$ cat config.mk
export PLATFORM = sky130hd
export DESIGN_NAME = divider_8_by_4_bit_unsigned_v
export DESIGN_NICKNAME = d
export VERILOG_FILES = /design/src/rtl/divider_8_by_4_bit_unsigned_v.sv
export SDC_FILE = /design/constraint.sdc
export NUM_CORES = 1
export LEC_CHECK = 0
export CORE_AREA = 2 2 71 73
export DETAILED_ROUTE_END_ITERATION = 10
export DIE_AREA = 0 0 73 75
export PLACE_DENSITY = 0.66
export SYNTH_ARGS = -nofsm -noshare
export SYNTH_HDL_FRONTEND = slang
export SYNTH_SLANG_ARGS = --single-unit
$ cat constraint.sdc
create_clock -name i_clk -period 2.52 [get_ports i_clk]
set_input_delay 0.378 -clock i_clk [delete_from_list [all_inputs] [get_ports i_clk]]
set_output_delay 0.378 -clock i_clk [all_outputs]
set_load 0.03 [all_outputs]
$ cat src/rtl/divider_8_by_4_bit_unsigned_v.sv
// Sequential restoring divider: 8-bit dividend / 4-bit divisor, one quotient bit per clock.
// Start/busy/done handshake; divide-by-zero saturates the results and raises o_dz.
module divider_8_by_4_bit_unsigned_v (
  input  logic       i_clk,
  input  logic       i_rst,
  input  logic       i_start,
  input  logic [7:0] i_fu,
  input  logic [3:0] i_bu,
  output logic [7:0] o_qu,
  output logic [3:0] o_ru,
  output logic       o_busy,
  output logic       o_done,
  output logic       o_dz
);

  typedef enum logic [1:0] {
    S_IDLE = 2'd0,
    S_CALC = 2'd1,
    S_DONE = 2'd2
  } state_t;

  state_t     r_state;
  state_t     w_state_nxt;
  logic [7:0] r_fu;
  logic [3:0] r_bu;
  logic [4:0] r_rem;
  logic [7:0] r_q;
  logic [2:0] r_cnt;
  logic [7:0] r_qu;
  logic [3:0] r_ru;
  logic       r_busy;
  logic       r_done;
  logic       r_dz;

  logic [4:0] w_shift;
  logic       w_ge;
  logic [4:0] w_rem_nxt;
  logic [7:0] w_q_nxt;

  // One restoring step: shift in the next dividend bit, subtract when it fits.
  always_comb begin
    w_shift   = {r_rem[3:0], r_fu[7]};
    w_ge      = (w_shift >= {1'b0, r_bu});
    w_rem_nxt = w_shift;
    if (w_ge) begin
      w_rem_nxt = w_shift - {1'b0, r_bu};
    end else begin
      w_rem_nxt = w_shift;
    end
    w_q_nxt = {r_q[6:0], w_ge};
  end

  // Next-state logic.
  always_comb begin
    w_state_nxt = r_state;
    case (r_state)
      S_IDLE: begin
        if (i_start) begin
          if (i_bu == 4'd0) begin
            w_state_nxt = S_DONE;
          end else begin
            w_state_nxt = S_CALC;
          end
        end else begin
          w_state_nxt = S_IDLE;
        end
      end
      S_CALC: begin
        if (r_cnt == 3'd0) begin
          w_state_nxt = S_DONE;
        end else begin
          w_state_nxt = S_CALC;
        end
      end
      S_DONE:  w_state_nxt = S_IDLE;
      default: w_state_nxt = S_IDLE;
    endcase
  end

  // State register.
  always_ff @(posedge i_clk or posedge i_rst) begin
    if (i_rst) begin
      r_state <= S_IDLE;
    end else begin
      r_state <= w_state_nxt;
    end
  end

  // Operand capture, iteration datapath and registered results.
  always_ff @(posedge i_clk or posedge i_rst) begin
    if (i_rst) begin
      r_fu   <= 8'd0;
      r_bu   <= 4'd0;
      r_rem  <= 5'd0;
      r_q    <= 8'd0;
      r_cnt  <= 3'd0;
      r_qu   <= 8'd0;
      r_ru   <= 4'd0;
      r_dz   <= 1'b0;
      r_busy <= 1'b0;
      r_done <= 1'b0;
    end else begin
      r_busy <= (w_state_nxt != S_IDLE);
      r_done <= (w_state_nxt == S_DONE);
      case (r_state)
        S_IDLE: begin
          if (i_start) begin
            r_fu  <= i_fu;
            r_bu  <= i_bu;
            r_rem <= 5'd0;
            r_q   <= 8'd0;
            r_cnt <= 3'd7;
            if (i_bu == 4'd0) begin
              r_qu <= 8'hFF;
              r_ru <= 4'hF;
              r_dz <= 1'b1;
            end
          end
        end
        S_CALC: begin
          r_fu  <= {r_fu[6:0], 1'b0};
          r_rem <= w_rem_nxt;
          r_q   <= w_q_nxt;
          r_cnt <= r_cnt - 3'd1;
          // Final iteration publishes the results the same edge it computes them.
          if (r_cnt == 3'd0) begin
            r_qu <= w_q_nxt;
            r_ru <= w_rem_nxt[3:0];
            r_dz <= 1'b0;
          end
        end
        S_DONE: begin
          r_cnt <= 3'd0;
        end
        default: begin
          r_cnt <= 3'd0;
        end
      endcase
    end
  end

  assign o_qu   = r_qu;
  assign o_ru   = r_ru;
  assign o_busy = r_busy;
  assign o_done = r_done;
  assign o_dz   = r_dz;

endmodule

==> flow_summary.toml <==
[outcome]
status = "finished clean"

[finish]
fillers = 426
multiInputGateArea_um2 = 841
area_delta_synth_final_pct = 19.5
drive_gt1_share_pct = 10.6
n_antenna_cell = 0
regArea_um2 = 1080
final_util_pct = 52.6
layout.nets = 229

[job]
maxCapViolCount = 0

[worst_setup_path]
start_kind = "register"
slowest_stage = "dfrtp_1"
crit_family = "simple AND/OR/NAND/NOR gates"
slowest_delay_ps = 540
crit_type = "register to register"
reg2reg_depth = 4
crit_path_cell_trace = "nor2b_2, nand3b_1, nor4_1, nor4_2"
cp.required_ps = 2690
worstPathBufferInverterCount = 0
critPathArrivalTime_ps = 2050
cp.depth = 4
worst_setup_path_end_kind = "register"
cp_max_fo = 14

[placed_design]
portBuffers = 29
place_ws_ps = 502
hpwl_um = 2860
gp_congestion = 0.786

[synthesis]
synth_enable_flop_cells = 0
yosysMostFrequentCell = "dfrtp_1"
synth_fp_nets = 200
ys_seq_elements = 43
synth.distinct_cells = 47
synth_top_area_share_pct = 52.5
ys_warn_count = 0
synth_ff_type = "dfrtp_1"
synthTopCellsByArea = "dfrtp_1 53%, mux2i_1 3.9%, ha_1 3.7%"
netlist_instances = 178
yosysSeqAreaShare_pct = 52.5
synth-async-reset-ratio_pct = 100
synth_area_um2 = 2050
synth.avg_cell_area_um2 = 11.5
yosys-top-cells-count = "43 x dfrtp_1, 14 x nand2_1, 11 x inv_1, 11 x o21ai_1, 9 x nor2_1"
yosys.area.top_type = "dfrtp_1"

[die]
core.rowCount = 25
coreArea_um2 = 4660
die_w_um = 73
die_area_um2 = 5480
die_h_um = 75
pin_count = 30
initial_core_util_pct = 44.0

[worst_hold_path]
min_path_cells = 2
hp-class = "register to register"

[power]
p_total_w = 0.00349
p_int_w = 0.00202
p_switching_w = 0.00148
cellPowerDensity_nw_per_um2 = 1430
p_leak_nw = 1.04
clkPwrFrac_pct = 13.5
peakVddDrop_uv = 647
combPwrFrac_pct = 51.6
power_switching_share_pct = 42.3
seqPwrFrac_pct = 34.9

[global_routing]
grt_first_pass_wirelength_um = 6930
overflow = 0
grt_pass1_vias = 1505
grt_use_total_pct = 16.9
grt_max_degree = 44
antenna_found_initial = 0

[clocking]
clk_latency_ps = 300
cts_hold_buf = 0
h-tree-depth = 2
postCtsSetupRepairBufs = 0
clock_sinks = 43
numCtsBuffers = 5
cts_resized = 0
clk_pin_slew_ps = 80
clock_path_buffers = 2
cts-root-buf = "clkbuf_8"
cts_tree = "done"

[sta]
finalHoldViolCount = 0
finalCritPeriodShare_pct = 74.7
report.final.slew_viol_count = 0
setup_tns_ps = 0
worst_pin_slew_ps = 600
postLayoutSetupSlackWorst_ps = 638
whs_ps = 495
slew_headroom_pct = 59.9
fin_worst_skew_ps = 9.17
layout_min_cycle_time_ps = 1880
setup_viol = 0
rsz0062_at_grt = "no"
maxClockFrequency_mhz = 531

[routing]
drt_first_pass_iters = 4
drt-total-wl_um = 4160
route.vias.total = 1478
via_per_inst = 5.64
drt-initial-drc-count = 54
wl_per_cell_um = 15.9
ant_nets = 0
drc = 0
==> sequential cells by signal, summed over array words and instances (netlist names) <==
| name | cells |
|---|---|
| o_busy | 1 |
| o_done | 1 |
| o_dz | 1 |
| o_qu | 8 |
| o_ru | 4 |
| r_bu | 4 |
| r_cnt | 3 |
| r_fu | 8 |
| r_q | 7 |
| r_rem | 4 |
| r_state | 2 |
==> cells by family after synthesis <==
| group | Yosys count | share of synthesized area [%] |
|---|---|---|
| adders and majority gates | 7 | 4.64 |
| AOI/OAI and AO/OA | 48 | 18.6 |
| buffers and inverters | 23 | 6.47 |
| and+or+nand+nor | 47 | 12.9 |
| muxes | 9 | 4.46 |
| DFF | 43 | 52.5 |
| xor gates and xnor gates | 1 | 0.427 |
==> path summary, 6_finish.rpt <==
check | startpoint | slack, ps | endpoint
max | r_state[0] | 640 | o_ru[3]
min | r_fu[3] | 500 | r_fu[3]
max reg2reg | r_state[0] | 640 | o_ru[3]
min reg2reg | r_fu[3] | 500 | r_fu[3]
max in group asynchronous | i_rst | 1630 | r_fu[2]
min in group asynchronous | i_rst | 520 | o_qu[5]
==> final cells by class <==
| cell class | count | area share, % |
|---|---|---|
| sequential | 43 | 43.9 |
| inverter | 12 | 1.84 |
| tap | 54 | 2.76 |
| timing repair buffer | 33 | 13.1 |
| multi-input combinational | 112 | 34.3 |
| clock buffer | 8 | 4.09 |
==> per-layer routing <==
| layer | vias up | GRT usage, % | part of all wire, % |
|---|---|---|---|
| met5 | - | 0 | 0 |
| met4 | 0 | 6.79 | 0.86 |
| met3 | 4 | 4.95 | 4.2 |
| met2 | 40 | 27.8 | 49 |
| met1 | 737 | 20.9 | 46 |
| li1 | 697 | - | - |
==> per-stage QoR <==
| step | area, um^2 | std cells |
|---|---|---|
| floorplan | 2050 | 178 |
| global placement | 2350 | 254 |
| detailed placement | 2350 | 254 |
| CTS | 2450 | 262 |
| global route | 2450 | 262 |
| finish | 2450 | 262 |
==> cells in the final DEF (no fill, tap or decap), drive strengths merged, types with 2 or more instances in the layout <==
cell,instances
inv,12
clkbuf,8
ha,6
o21ai,12
a211oi,4
nand4,3
nand2b,2
dfrtp,43
a32o,2
nor2b,2
a22o,8
o22a,8
mux2i,8
buf,4
o32a,2
a21o,2
o211ai,3
clkdlybuf4s50,29
o311a,2
or2,3
nand2,15
a21oi,3
nor2,11
nor4,3
==> power by group through the flow <==
stage                     Combinational [W]  Sequential [W]  Clock (W)
final                               0.00180         0.00122   0.000472
after global routing                0.00197         0.00126   0.000518
after CTS                           0.00182         0.00121   0.000484
after detailed placement            0.00181         0.00123          0
after global placement              0.00173         0.00121          0
after floorplan                     0.00128         0.00134          0
==> worst register-to-register path, delay by kind of cell, from the launching register on <==
kind	cells	cell delay (ps)
simple gates	4	1220
flops	1	540
(Power assumes the default switching activity.)
==> RTL change 1 (same flow settings) <==
The output `o_done` loses its register stage (`r_done` becomes a continuous assignment).
--- a/src/rtl/divider_8_by_4_bit_unsigned_v.sv
+++ b/src/rtl/divider_8_by_4_bit_unsigned_v.sv
@@ -98,10 +98,8 @@
       r_ru   <= 4'd0;
       r_dz   <= 1'b0;
       r_busy <= 1'b0;
-      r_done <= 1'b0;
     end else begin
       r_busy <= (w_state_nxt != S_IDLE);
-      r_done <= (w_state_nxt == S_DONE);
       case (r_state)
         S_IDLE: begin
           if (i_start) begin
@@ -139,6 +137,8 @@
     end
   end
 
+  assign r_done = (w_state_nxt == S_DONE);
+
   assign o_qu   = r_qu;
   assign o_ru   = r_ru;
   assign o_busy = r_busy;
Formal check against the unedited RTL: not equivalent (a bounded check fails within 4 cycles, from zero or initial values and one cycle with i_rst high).
==> RTL change 1 against the original RTL <==
  * Power fell by 0.44%
  * Design area fell by 0.77%
  * Worst setup slack got worse by 0.21 ns
  * Routed wire length fell by 0.55%
  * Clock skew rose by 0.0048 ns
  * Sequential cell count fell by 1
  * Largest power group unchanged
  * Synthesized area fell by 1.5%
  * Synthesized cell count rose by 0.56%
  * Worst hold slack got worse by 0.076 ns
==> RTL change 1: results (changes against the original RTL) <==
[clock_tree]
htree_levels=2  ; unchanged
numCtsBuffers=5  ; unchanged
cts-root-buf=clkbuf_8
clk-insertion-delay-late_ns=0.31
cts_resized=0  ; unchanged

[synthesis]
synth_adder_area_share=0.04709  ; +0.0006899
synth_cell_types=45  ; -4.3%
postSynth.asyncResetShare=1.000  ; unchanged
synth_area_leaders=dfrtp_1 (52%), ha_1 (3.7%), a22o_1 (3.5%)
ys_seq_area_frac=0.5204  ; -0.004584
synth_area_um2=2019  ; -1.5%
synth_compound_area_frac=0.1902  ; +0.004618
ys_top_cells_by_count=dfrtp_1 (42), nand2_1 (15), inv_1 (12)
synth_xor_area_frac=0.004337  ; +0.00006355
syn-num-nets=201  ; +0.50%
synth_mux_area_frac=0.04027  ; -0.004294

[timing]
skew_ns=0.01400  ; +0.004826 ns
worst_slew_pin_slew_ns=0.8329  ; +0.2332 ns

[routing]
via_per_inst=5.588  ; -0.95%
routed_wl_um=4140  ; -0.55%
first_pass_iters=5  ; +1
drt_iter0_drc=145  ; +170%

[worst_setup_path]
regToRegStartpoint=r_fu[7]$_DFFE_PP0P_
cp_max_fo=3  ; -11
reg2reg_slack_ns=0.65
arrival_ns=1.71  ; -0.34 ns
timing.rr.end=r_rem[2]$_DFFE_PP0P_
reg2reg_depth=7  ; +3

[grt]
groute.usage.overall=0.1754  ; +0.006869
antenna_found_initial=0  ; unchanged
grt_pass1_vias=1543  ; +2.5%
grt_pass1_wl_um=7293  ; +5.2%
grt_max_degree=28  ; -36%

[power]
vdd_drop_max_v=0.0004730  ; -27%
p_leak_nw=1.032  ; -0.54%

[worst_hold_path]
hold_class=in2async

[finish]
fill_cells=398  ; -6.6%
diodes=0  ; unchanged
nNetsFinal=229  ; unchanged
drive_above_1_share=0.1490  ; +0.04327

[placement]
hpwl_um=2952  ; +3.1%
gp_congestion=0.9169  ; +17%
port-buffer-count=29  ; unchanged

[status]
status=completed

==> RTL change 1: changes by cell type after synthesis, sizes merged, moves of 2 or more <==
cell	before	now
a21o	2	0
a21oi	3	5
nand2	15	17
a32o	2	0
==> RTL change 1: final cells by class <==
type / count / area share
multi-input combinational: 114 / 0.3474
clock buffer: 5 / 0.02831
tap: 54 / 0.02779
sequential: 42 / 0.4323
inverter: 12 / 0.01853
clock inverter: 3 / 0.01801
timing repair buffer: 32 / 0.1276
==> RTL change 1: stage by stage <==
step	hold WS [ns]	utilization	instance area [µm²]	cells	worst slack, ns
CTS	0.4246	0.5216	2431	262	0.4385
detailed placement	0.4757	0.4975	2318	254	0.3604
finish	0.4196	0.5216	2431	262	0.4315
floorplan	0.4456	-	2019	179	0.8509
global route	0.4658	0.5216	2431	262	0.3171
global placement	0.4642	0.4975	2318	254	0.4632
==> RTL change 1: worst max path at each step <==
| stage | startpoint | slack, ns | to |
|---|---|---|---|
| finish | i_bu[0] | 0.43 | o_done |
| global route | i_bu[0] | 0.32 | o_done |
| CTS | i_bu[1] | 0.44 | o_done |
| detailed placement | i_bu[0] | 0.36 | o_ru[3]$_DFFE_PP0P_ |
| global placement | i_start | 0.46 | r_rem[2]$_DFFE_PP0P_ |
| floorplan | r_fu[7]$_DFFE_PP0P_ | 0.85 | r_rem[2]$_DFFE_PP0P_ |
==> RTL change 1: cell families after synthesis <==
kind of cell,after synthesis
simple gates,50
compound gates,48
flops,42
buf+inv,23
mux,8
fa+ha+maj,7
xor+xnor,1
==> RTL change 1: power by group <==
group	total [W]	switching [W]	internal, W	leakage (nW)
combinational	0.00175	0.00101	0.000742	0.482
sequential	0.00118	0.000214	0.000966	0.491
clock	0.000548	0.000251	0.000297	0.0585
total	0.00348	0.00147	0.00201	1.03
==> RTL change 1: per-layer routing <==
layer,vias up,track usage,share of wire
li1,697,-,-
met1,716,0.2253,0.44
met4,0,0.06996,0.015
met3,5,0.04418,0.054
met5,-,0,0
met2,46,0.2863,0.49
==> RTL change 1: critical path, cell delays in order <==
cell and delay, ns:
clkdlybuf4s50_1 0.41, nor4_1 0.55, o32a_1 0.22, buf_4 0.15
==> RTL change 2 (same flow settings) <==
Without the edit above. Add an input register stage for `i_start`, `i_fu` and `i_bu`, without a reset; this delays them by one clock.
--- a/src/rtl/divider_8_by_4_bit_unsigned_v.sv
+++ b/src/rtl/divider_8_by_4_bit_unsigned_v.sv
@@ -18,6 +18,16 @@
     S_CALC = 2'd1,
     S_DONE = 2'd2
   } state_t;
+
+  logic i_start_q;
+  logic [7:0] i_fu_q;
+  logic [3:0] i_bu_q;
+
+  always_ff @(posedge i_clk) begin
+    i_start_q <= i_start;
+    i_fu_q    <= i_fu;
+    i_bu_q    <= i_bu;
+  end
 
   state_t     r_state;
   state_t     w_state_nxt;
@@ -55,8 +65,8 @@
     w_state_nxt = r_state;
     case (r_state)
       S_IDLE: begin
-        if (i_start) begin
-          if (i_bu == 4'd0) begin
+        if (i_start_q) begin
+          if (i_bu_q == 4'd0) begin
             w_state_nxt = S_DONE;
           end else begin
             w_state_nxt = S_CALC;
@@ -104,13 +114,13 @@
       r_done <= (w_state_nxt == S_DONE);
       case (r_state)
         S_IDLE: begin
-          if (i_start) begin
-            r_fu  <= i_fu;
-            r_bu  <= i_bu;
+          if (i_start_q) begin
+            r_fu  <= i_fu_q;
+            r_bu  <= i_bu_q;
             r_rem <= 5'd0;
             r_q   <= 8'd0;
             r_cnt <= 3'd7;
-            if (i_bu == 4'd0) begin
+            if (i_bu_q == 4'd0) begin
               r_qu <= 8'hFF;
               r_ru <= 4'hF;
               r_dz <= 1'b1;
Formal check against the unedited RTL: not equivalent (a bounded check fails within 4 cycles, from zero or initial values and one cycle with i_rst high).
==> RTL change 2 against the original RTL <==
  * Synthesized area increased by 12%
  * Sequential share of layout area increased by 5.9 points
  * Clock skew increased by 0.0027 ns
  * Sequential cell count increased by 13
  * Die area unchanged
  * Synthesized cell count increased by 9.0%
  * Design area increased by 9.4%
  * Final cell count increased by 5.3%
  * Routed wire length increased by 0.43%
  * Power increased by 4.9%
  * Worst setup slack got worse by 0.033 ns
  * Critical endpoint unchanged
  * Highest routed layer unchanged
==> RTL change 2: results (changes against the original RTL) <==
[finish]
nNetsFinal=244  ; +6.6%
drive_above_1_share=0.08559  ; -0.02018

[placement]
gp_congestion=0.8821  ; +12%
hpwl_um=2891  ; +0.99%
dp_slack_ns=0.6313  ; +0.1291 ns
placed_cell_area_um2=2604  ; +11%

[power]
p_leak_nw=1.129  ; +8.8%
sw_frac_of_total=0.4121  ; -0.01047
vdd_drop_max_v=0.0005064  ; -22%

[synthesis]
syn-num-nets=216  ; +8.0%
synth_area_leaders=dfrtp_1 (47%), dfxtp_1 (11%), ha_1 (3.3%)
synthCells=194  ; +9.0%

[grt]
grt_pass1_wl_um=6948  ; +0.20%
grt_pass1_vias=1549  ; +2.9%
groute.usage.overall=0.1647  ; -0.003869

[timing]
finalWorstSetupSlack_ns=0.6048  ; -0.03341 ns
skew_ns=0.01189  ; +0.002722 ns
whs_ns=0.4692  ; -0.02605 ns
worst_slew_pin_slew_ns=0.8797  ; +0.2801 ns

[status]
status=completed

[worst_hold_path]
holdPathStages=2  ; unchanged
hold_start=i_bu_q[1]$_DFF_P_
hold-path-endpoint=r_bu[1]$_DFFE_PP0P_

[worst_setup_path]
arrival_ns=2.10  ; +0.05 ns
reg2reg_depth=5  ; +1
slowest_delay_ns=0.58  ; +0.04 ns

[routing]
via_per_inst=5.529  ; -2.0%
drt_iter0_drc=120  ; +120%
route.vias.total=1526  ; +3.2%

==> RTL change 2: cell types whose count changed after synthesis, sizes merged, moves of 2 or more <==
cell / delta
dfxtp: +13
a21o: -2
a21oi: +2
a32o: -2
nand2: +2
nor3: +2
==> RTL change 2: kinds of logic (layout without fill, tap and decap cells) <==
| group | count (synthesis) | in the layout | synth area share |
|---|---|---|---|
| xor gates and xnor gates | 1 | 1 | 0.003813 |
| buffers and inverters | 23 | 51 | 0.05174 |
| DFF | 56 | 56 | 0.5817 |
| and+or+nand+nor | 51 | 51 | 0.1193 |
| adders and majority gates | 7 | 7 | 0.04139 |
| muxes | 8 | 8 | 0.03540 |
| AOI/OAI and AO/OA | 48 | 48 | 0.1667 |
==> RTL change 2: cell type report <==
type                    instances  area (µm²)
fillers                       388        1981
flip-flops and latches         56        1336
multi-input cells             115       842.1
repair buffers                 32       312.8
clock buffers                   7       76.32
well taps                      54       67.56
inverters                      12       45.04
==> RTL change 2: power groups by stage <==
stage	Sequential (W)	Clock, W	Combinational [W]
floorplan	0.00157	0	0.00124
global placement	0.00145	0	0.00172
detailed placement	0.00146	0	0.00178
CTS	0.00144	0.000462	0.00179
global route	0.00149	0.000500	0.00195
finish	0.00144	0.000444	0.00178
==> RTL change 2: layer usage <==
layer | vias up | GRT usage | part of all wire
li1 | 740 | - | -
met4 | 0 | 0.05350 | 0.015
met3 | 7 | 0.04284 | 0.039
met5 | - | 0 | 0
met1 | 743 | 0.2026 | 0.44
met2 | 36 | 0.2843 | 0.51
==> RTL change 2: worst min-delay path, cell delays in order, from the launching register on <==
cell	delay (ns)
dfxtp_1	0.32
nand2_1	0.05
o21ai_0	0.06
